<file path="src/rtl/mesi_isc_breq_arbiter_if.sv">
// Bundle between the per-CPU request FIFOs, the round-robin arbiter and the
// shared broadcast FIFO. The arbiter side is the master modport.
interface mesi_isc_breq_arbiter_if #(
  parameter int CPU_NUM      = 4,
  parameter int CPU_ID_WIDTH = 2,
  parameter int DATA_WIDTH   = 32,
  parameter int CREDIT_WIDTH = 3
);
  logic [CPU_NUM*DATA_WIDTH-1:0]        fifo_data_i;
  logic [CPU_NUM-1:0]                   fifo_empty_i;
  logic [CPU_NUM-1:0]                   fifo_rd_o;
  logic                                 dest_rd_i;
  logic                                 wr_o;
  logic [DATA_WIDTH+CPU_ID_WIDTH-1:0]   data_o;
  logic [CREDIT_WIDTH-1:0]              credits_o;
  logic                                 err_credit_o;

  modport master (
    input  fifo_data_i, fifo_empty_i, dest_rd_i,
    output fifo_rd_o, wr_o, data_o, credits_o, err_credit_o
  );

  modport slave (
    output fifo_data_i, fifo_empty_i, dest_rd_i,
    input  fifo_rd_o, wr_o, data_o, credits_o, err_credit_o
  );
endinterface

</file>
<file path="src/rtl/mesi_isc_breq_arbiter.sv">
// Round-robin arbiter from the per-CPU broadcast-request FIFOs into the shared
// broadcast FIFO, with a local credit counter guarding destination space.
module mesi_isc_breq_arbiter #(
  parameter int CPU_NUM        = 4,
  parameter int CPU_ID_WIDTH   = 2,
  parameter int DATA_WIDTH     = 32,
  parameter int DEST_FIFO_SIZE = 4,
  parameter int CREDIT_WIDTH   = 3
) (
  input logic                     clk,
  input logic                     rst,
  mesi_isc_breq_arbiter_if.master bus
);
  localparam logic [CREDIT_WIDTH-1:0] CREDIT_MAX = CREDIT_WIDTH'(DEST_FIFO_SIZE);

  logic [CPU_ID_WIDTH-1:0]              rr_ptr;
  logic [CPU_ID_WIDTH-1:0]              win;
  logic [CREDIT_WIDTH-1:0]              credits;
  logic [CPU_NUM-1:0]                   req;
  logic                                 any_req;
  logic                                 issue;
  logic [DATA_WIDTH-1:0]                sel_data;
  logic                                 wr_q;
  logic [DATA_WIDTH+CPU_ID_WIDTH-1:0]   data_q;
  logic                                 err_q;

  assign req = ~bus.fifo_empty_i;

  // Walk the ring backwards so the first requester at/after rr_ptr wins last.
  always_comb begin
    win     = rr_ptr;
    any_req = 1'b0;
    for (int k = CPU_NUM - 1; k >= 0; k--) begin
      if (req[rr_ptr + CPU_ID_WIDTH'(k)]) begin
        win     = rr_ptr + CPU_ID_WIDTH'(k);
        any_req = 1'b1;
      end
    end
  end

  always_comb begin
    sel_data = '0;
    for (int i = 0; i < CPU_NUM; i++) begin
      if (win == CPU_ID_WIDTH'(i))
        sel_data = bus.fifo_data_i[i*DATA_WIDTH +: DATA_WIDTH];
    end
  end

  // Gating with rst keeps pops quiet while the source FIFOs are being cleared.
  assign issue = any_req && (credits != '0) && !rst;

  always_comb begin
    bus.fifo_rd_o = '0;
    if (issue)
      bus.fifo_rd_o = CPU_NUM'(1) << win;
  end

  always_ff @(posedge clk or posedge rst) begin
    if (rst) begin
      rr_ptr  <= '0;
      credits <= CREDIT_MAX;
      wr_q    <= 1'b0;
      data_q  <= '0;
      err_q   <= 1'b0;
    end else begin
      if (issue) begin
        wr_q   <= 1'b1;
        data_q <= {win, sel_data};
        rr_ptr <= win + CPU_ID_WIDTH'(1);
      end else begin
        wr_q   <= 1'b0;
      end

      // A return while already full is a consumer protocol error; never count past full.
      if (bus.dest_rd_i && credits == CREDIT_MAX)
        err_q <= 1'b1;

      if (issue && !bus.dest_rd_i)
        credits <= credits - CREDIT_WIDTH'(1);
      else if (!issue && bus.dest_rd_i && credits != CREDIT_MAX)
        credits <= credits + CREDIT_WIDTH'(1);
    end
  end

  assign bus.wr_o         = wr_q;
  assign bus.data_o       = data_q;
  assign bus.credits_o    = credits;
  assign bus.err_credit_o = err_q;
endmodule

</file>
<file path="src/flat_wrapper.sv">
// flat-port wrapper written by rule: the top's interface ports become plain ports
module mesi_isc_breq_arbiter_flat 
#(
  parameter int CPU_NUM        = 4,
  parameter int CPU_ID_WIDTH   = 2,
  parameter int DATA_WIDTH     = 32,
  parameter int DEST_FIFO_SIZE = 4,
  parameter int CREDIT_WIDTH   = 3
)
  (clk, rst, bus_fifo_data_i, bus_fifo_empty_i, bus_dest_rd_i, bus_fifo_rd_o, bus_wr_o, bus_data_o, bus_credits_o, bus_err_credit_o);
  mesi_isc_breq_arbiter_if #(.CPU_NUM(CPU_NUM), .CPU_ID_WIDTH(CPU_ID_WIDTH), .DATA_WIDTH(DATA_WIDTH), .CREDIT_WIDTH(CREDIT_WIDTH)) bus_i ();
  input logic clk;
  input logic rst;
  input wire logic [$bits(bus_i.fifo_data_i)-1:0] bus_fifo_data_i;
  input wire logic [$bits(bus_i.fifo_empty_i)-1:0] bus_fifo_empty_i;
  input wire logic [$bits(bus_i.dest_rd_i)-1:0] bus_dest_rd_i;
  output wire logic [$bits(bus_i.fifo_rd_o)-1:0] bus_fifo_rd_o;
  output wire logic [$bits(bus_i.wr_o)-1:0] bus_wr_o;
  output wire logic [$bits(bus_i.data_o)-1:0] bus_data_o;
  output wire logic [$bits(bus_i.credits_o)-1:0] bus_credits_o;
  output wire logic [$bits(bus_i.err_credit_o)-1:0] bus_err_credit_o;
  assign bus_i.fifo_data_i = bus_fifo_data_i;
  assign bus_i.fifo_empty_i = bus_fifo_empty_i;
  assign bus_i.dest_rd_i = bus_dest_rd_i;
  assign bus_fifo_rd_o = bus_i.fifo_rd_o;
  assign bus_wr_o = bus_i.wr_o;
  assign bus_data_o = bus_i.data_o;
  assign bus_credits_o = bus_i.credits_o;
  assign bus_err_credit_o = bus_i.err_credit_o;
  mesi_isc_breq_arbiter #(.CPU_NUM(CPU_NUM), .CPU_ID_WIDTH(CPU_ID_WIDTH), .DATA_WIDTH(DATA_WIDTH), .DEST_FIFO_SIZE(DEST_FIFO_SIZE), .CREDIT_WIDTH(CREDIT_WIDTH)) u_core (.clk(clk), .rst(rst), .bus(bus_i));
endmodule
</file>
<file path="config.mk">
export PLATFORM = sky130hd
export DESIGN_NAME = mesi_isc_breq_arbiter_flat
export DESIGN_NICKNAME = d
export VERILOG_FILES = /design/src/rtl/mesi_isc_breq_arbiter_if.sv /design/src/rtl/mesi_isc_breq_arbiter.sv /design/src/flat_wrapper.sv
export SDC_FILE = /design/constraint.sdc
export NUM_CORES = 1
export LEC_CHECK = 0
export BUFFER_PORTS_ARGS = -buffer_cell sky130_fd_sc_hd__buf_2
export CAP_MARGIN = 15
export CORE_UTILIZATION = 44
export CTS_CLUSTER_DIAMETER = 80
export DETAILED_ROUTE_END_ITERATION = 10
export HOLD_SLACK_MARGIN = 0.05
export PLACE_DENSITY = 0.92
export SYNTH_ARGS = -nofsm -noshare
export SYNTH_HDL_FRONTEND = slang
export SYNTH_SLANG_ARGS = --single-unit
export TNS_END_PERCENT = 100
</file>
<file path="constraint.sdc">
create_clock -name clk -period 4.5 [get_ports clk]
set_input_delay 1.35 -clock clk [delete_from_list [all_inputs] [get_ports clk]]
set_output_delay 1.35 -clock clk [all_outputs]
set_load 0.05 [all_outputs]
</file>
==> results.tsv <==
stage	metric	value	unit
run_status	status	finished, violations left	
run_status	violations	DRC	
timing	fin_tns_setup	0	ps
timing	worst_pin_slew	842.0	ps
timing	fin_crit_sh	0.9364	
worst_setup_path	start_kind	primary input	
timing	finalClockSkew	7.531	ps
clock_network	cts_buffers	5	
route	antenna_left	0	
yosys	yosys_register_bits	41	
yosys	yosys.area_share.adder	0.02356	
clock_network	h-tree-depth	2	
die	rows	29	
placement	hpwl	6178	µm
worst_setup_path	crit_fanout	5	
final_layout	fin_cells	624	
clock_network	cts_buffer_depth	2	
yosys	synth-edff-count	0	
worst_hold_path	hp-class	reg -> reg	
yosys	synth.net_count	529	
yosys	synthDistinctLibCells	39	
timing	fmax	0.2373	GHz
die	ioPinCount	178	
yosys	synth_cells	389	
route	dr.first_iter.drc_count	186	
final_layout	mostFrequentLayoutCells	buf_2, a21oi_1, dfrtp_1	
route	drc	26	
final_layout	nNetsFinal	686	
route	drt-wirelength-per-cell	13.78	µm
worst_setup_path	cp.required	3150	ps
yosys	synth_warnings	0	
global_route	antenna_found_initial	0	
clock_network	cts_tree	yes	
timing	hold_viol	0	
die	dieWidth	84.22	µm
die	dieHeight	84.22	µm
yosys	synth_area_leader_cell	dfrtp_1	
yosys	synth-xor-area-share	0.005890	
clock_network	cts_hold_buf	0	
placement	postPlaceCellArea	3829	µm²
yosys	async_flop_share	1.000	
clock_network	post_cts_buffers	0	
clock_network	clock_latency	290	ps
final_layout	fillCellCount	584	
global_route	grt_usage	0.2502	
power_and_ir_drop	p_leak	1.968	nW
final_layout	antenna_cells	0	
yosys	synth_mux_area_frac	0.005048	
global_route	globalRouteOverflowTotal	0	
route	firstDrtPassIters	8	
worst_setup_path	crit_type	in -> out	
placement	numPlacedInstances	616	
global_route	grt_pass1_wl	14390	µm
global_route	grt_pass1_vias	3265	
clock_network	root_buffer	clkbuf_8	
timing	rsz0062_at_grt	false	
worst_setup_path	endpoint_kind	output port	
final_layout	drive_gt1_frac	0.4168	
yosys	synth-compound-area-share	0.3879	
placement	place_ws	296.1	ps
yosys	ys_top_cells_by_area	dfrtp_1, a21oi_1, a22oi_1	
power_and_ir_drop	ir_drop	0.4115	mV
global_route	grt_max_degree	65	
yosys	synth-main-ff-cell	dfrtp_1	
placement	port_buffers	177	
die	initial_utilization	0.4631	
yosys	synth_top_area_frac	0.3366	
yosys	synth.avg_cell_area	7.646	µm²
yosys	synthSimpleGateAreaFrac	0.1182	
die	core	6422	µm²
timing	relSlewSlack	0.4379	
yosys	netlist_area	2974	µm²
route	vias_per_cell	5.317	
route	via_count	3318	
timing	fin_ws	286.0	ps
power_and_ir_drop	power.density	785.3	nW/µm²
timing	min_period	4214	ps
worst_setup_path	arrival	2860	ps
clock_network	path_clk_slew	80	ps
placement	gp_congestion	0.8317	
final_layout	stdcell_area	3930	µm²
route	wirelength	8596	µm
clock_network	clock-sinks	41	
flow_run	maxCapViolations	0	
timing	slew_violations	0	
clock_network	cts-resized-gates	0	
final_layout	layout_commonest_cell	buf_2	
timing	setup_violations	0	
yosys	synth_top_family_by_area	compound AO/OA/AOI/OAI gates	
die	dieArea	7092	µm²
final_layout	area_growth	32.14	%
yosys	synth_seq_area_share	0.3454	
[sequential cells by signal, summed over array words and instances (netlist names)]
signal                   flops
u_core.bus.data_o           34
u_core.bus.credits_o         3
u_core.rr_ptr                2
u_core.bus.err_credit_o      1
u_core.bus.wr_o              1
[critical path: stages]
cell,delay [ps]
buf_2,140
nand2b_1,130
o21ai_0,90
a221o_1,430
inv_1,140
ha_2,190
and2_2,130
buf_2,260
[report_power, final]
part / total, mW / internal, mW / switching, mW / leakage [nW]
logic: 2.13 / 0.620 / 1.51 / 1.44
clock network: 0.261 / 0.139 / 0.123 / 0.0542
registers: 0.692 / 0.560 / 0.132 / 0.470
[worst paths after layout]
check | slack, ps | depth (start not counted) | startpoint | to
setup / recovery | 290 | 8 | bus_fifo_empty_i[0] | bus_fifo_rd_o[3]
hold / removal | 490 | 1 | u_core.bus.err_credit_o | u_core.bus.err_credit_o
setup reg to reg | 1900 | 9 | u_core.bus.credits_o[2] | u_core.bus.credits_o[1]
hold reg to reg | 490 | 1 | u_core.bus.err_credit_o | u_core.bus.err_credit_o
max in group asynchronous | 2710 | 2 | rst | u_core.bus.data_o[3]
min in group asynchronous | 1250 | 2 | rst | u_core.bus.data_o[14]
[cells in the mapped netlist (2+ instances only)]
cell,n
a21oi_1,72
dfrtp_1,40
inv_1,39
o21ai_0,39
nand2_1,38
nor2_1,35
a22oi_1,32
a21oi_2,25
clkbuf_1,18
buf_6,6
buf_1,5
and2_1,4
buf_2,4
ha_1,4
nand3b_1,3
nand2b_1,2
[area by class of cell]
class | instances | area (µm²) | share of cell area
multi-input combinational | 274 | 1617 | 0.4113
sequential | 41 | 1027 | 0.2614
timing repair buffer | 184 | 938.4 | 0.2388
inverter | 40 | 150.1 | 0.03820
clock buffer | 7 | 96.34 | 0.02451
tap | 77 | 96.34 | 0.02451
clock inverter | 1 | 5.005 | 0.001273
[metrics by stage]
stage | util | hold slack (ps) | power, mW
2_1_floorplan | - | 526.1 | 2.374
5_1_grt | 0.6119 | 514.9 | 3.336
3_5_place_dp | 0.5961 | 460.1 | 2.828
4_1_cts | 0.6119 | 478.1 | 3.101
3_3_place_gp | 0.5961 | 446.3 | 2.758
6_report | 0.6119 | 487.8 | 3.086
[kinds of logic after synthesis]
group                      count (synthesis)
DFF                                       41
muxes                                      1
AOI/OAI and AO/OA                        181
buffers and inverters                     74
and+or+nand+nor                           85
xor gates and xnor gates                   2
adders and majority gates                  5
[metal layers]
layer | vias to the layer above | track usage | routed length (µm) | share of wire
li1 | 1650 | - | - | -
met1 | 1479 | 0.2903 | 3224 | 0.38
met2 | 173 | 0.4508 | 4423 | 0.51
met3 | 16 | 0.05506 | 771 | 0.090
met4 | 0 | 0.09561 | 176 | 0.020
met5 | - | 0 | 0 | 0
(Power assumes the default switching activity.)
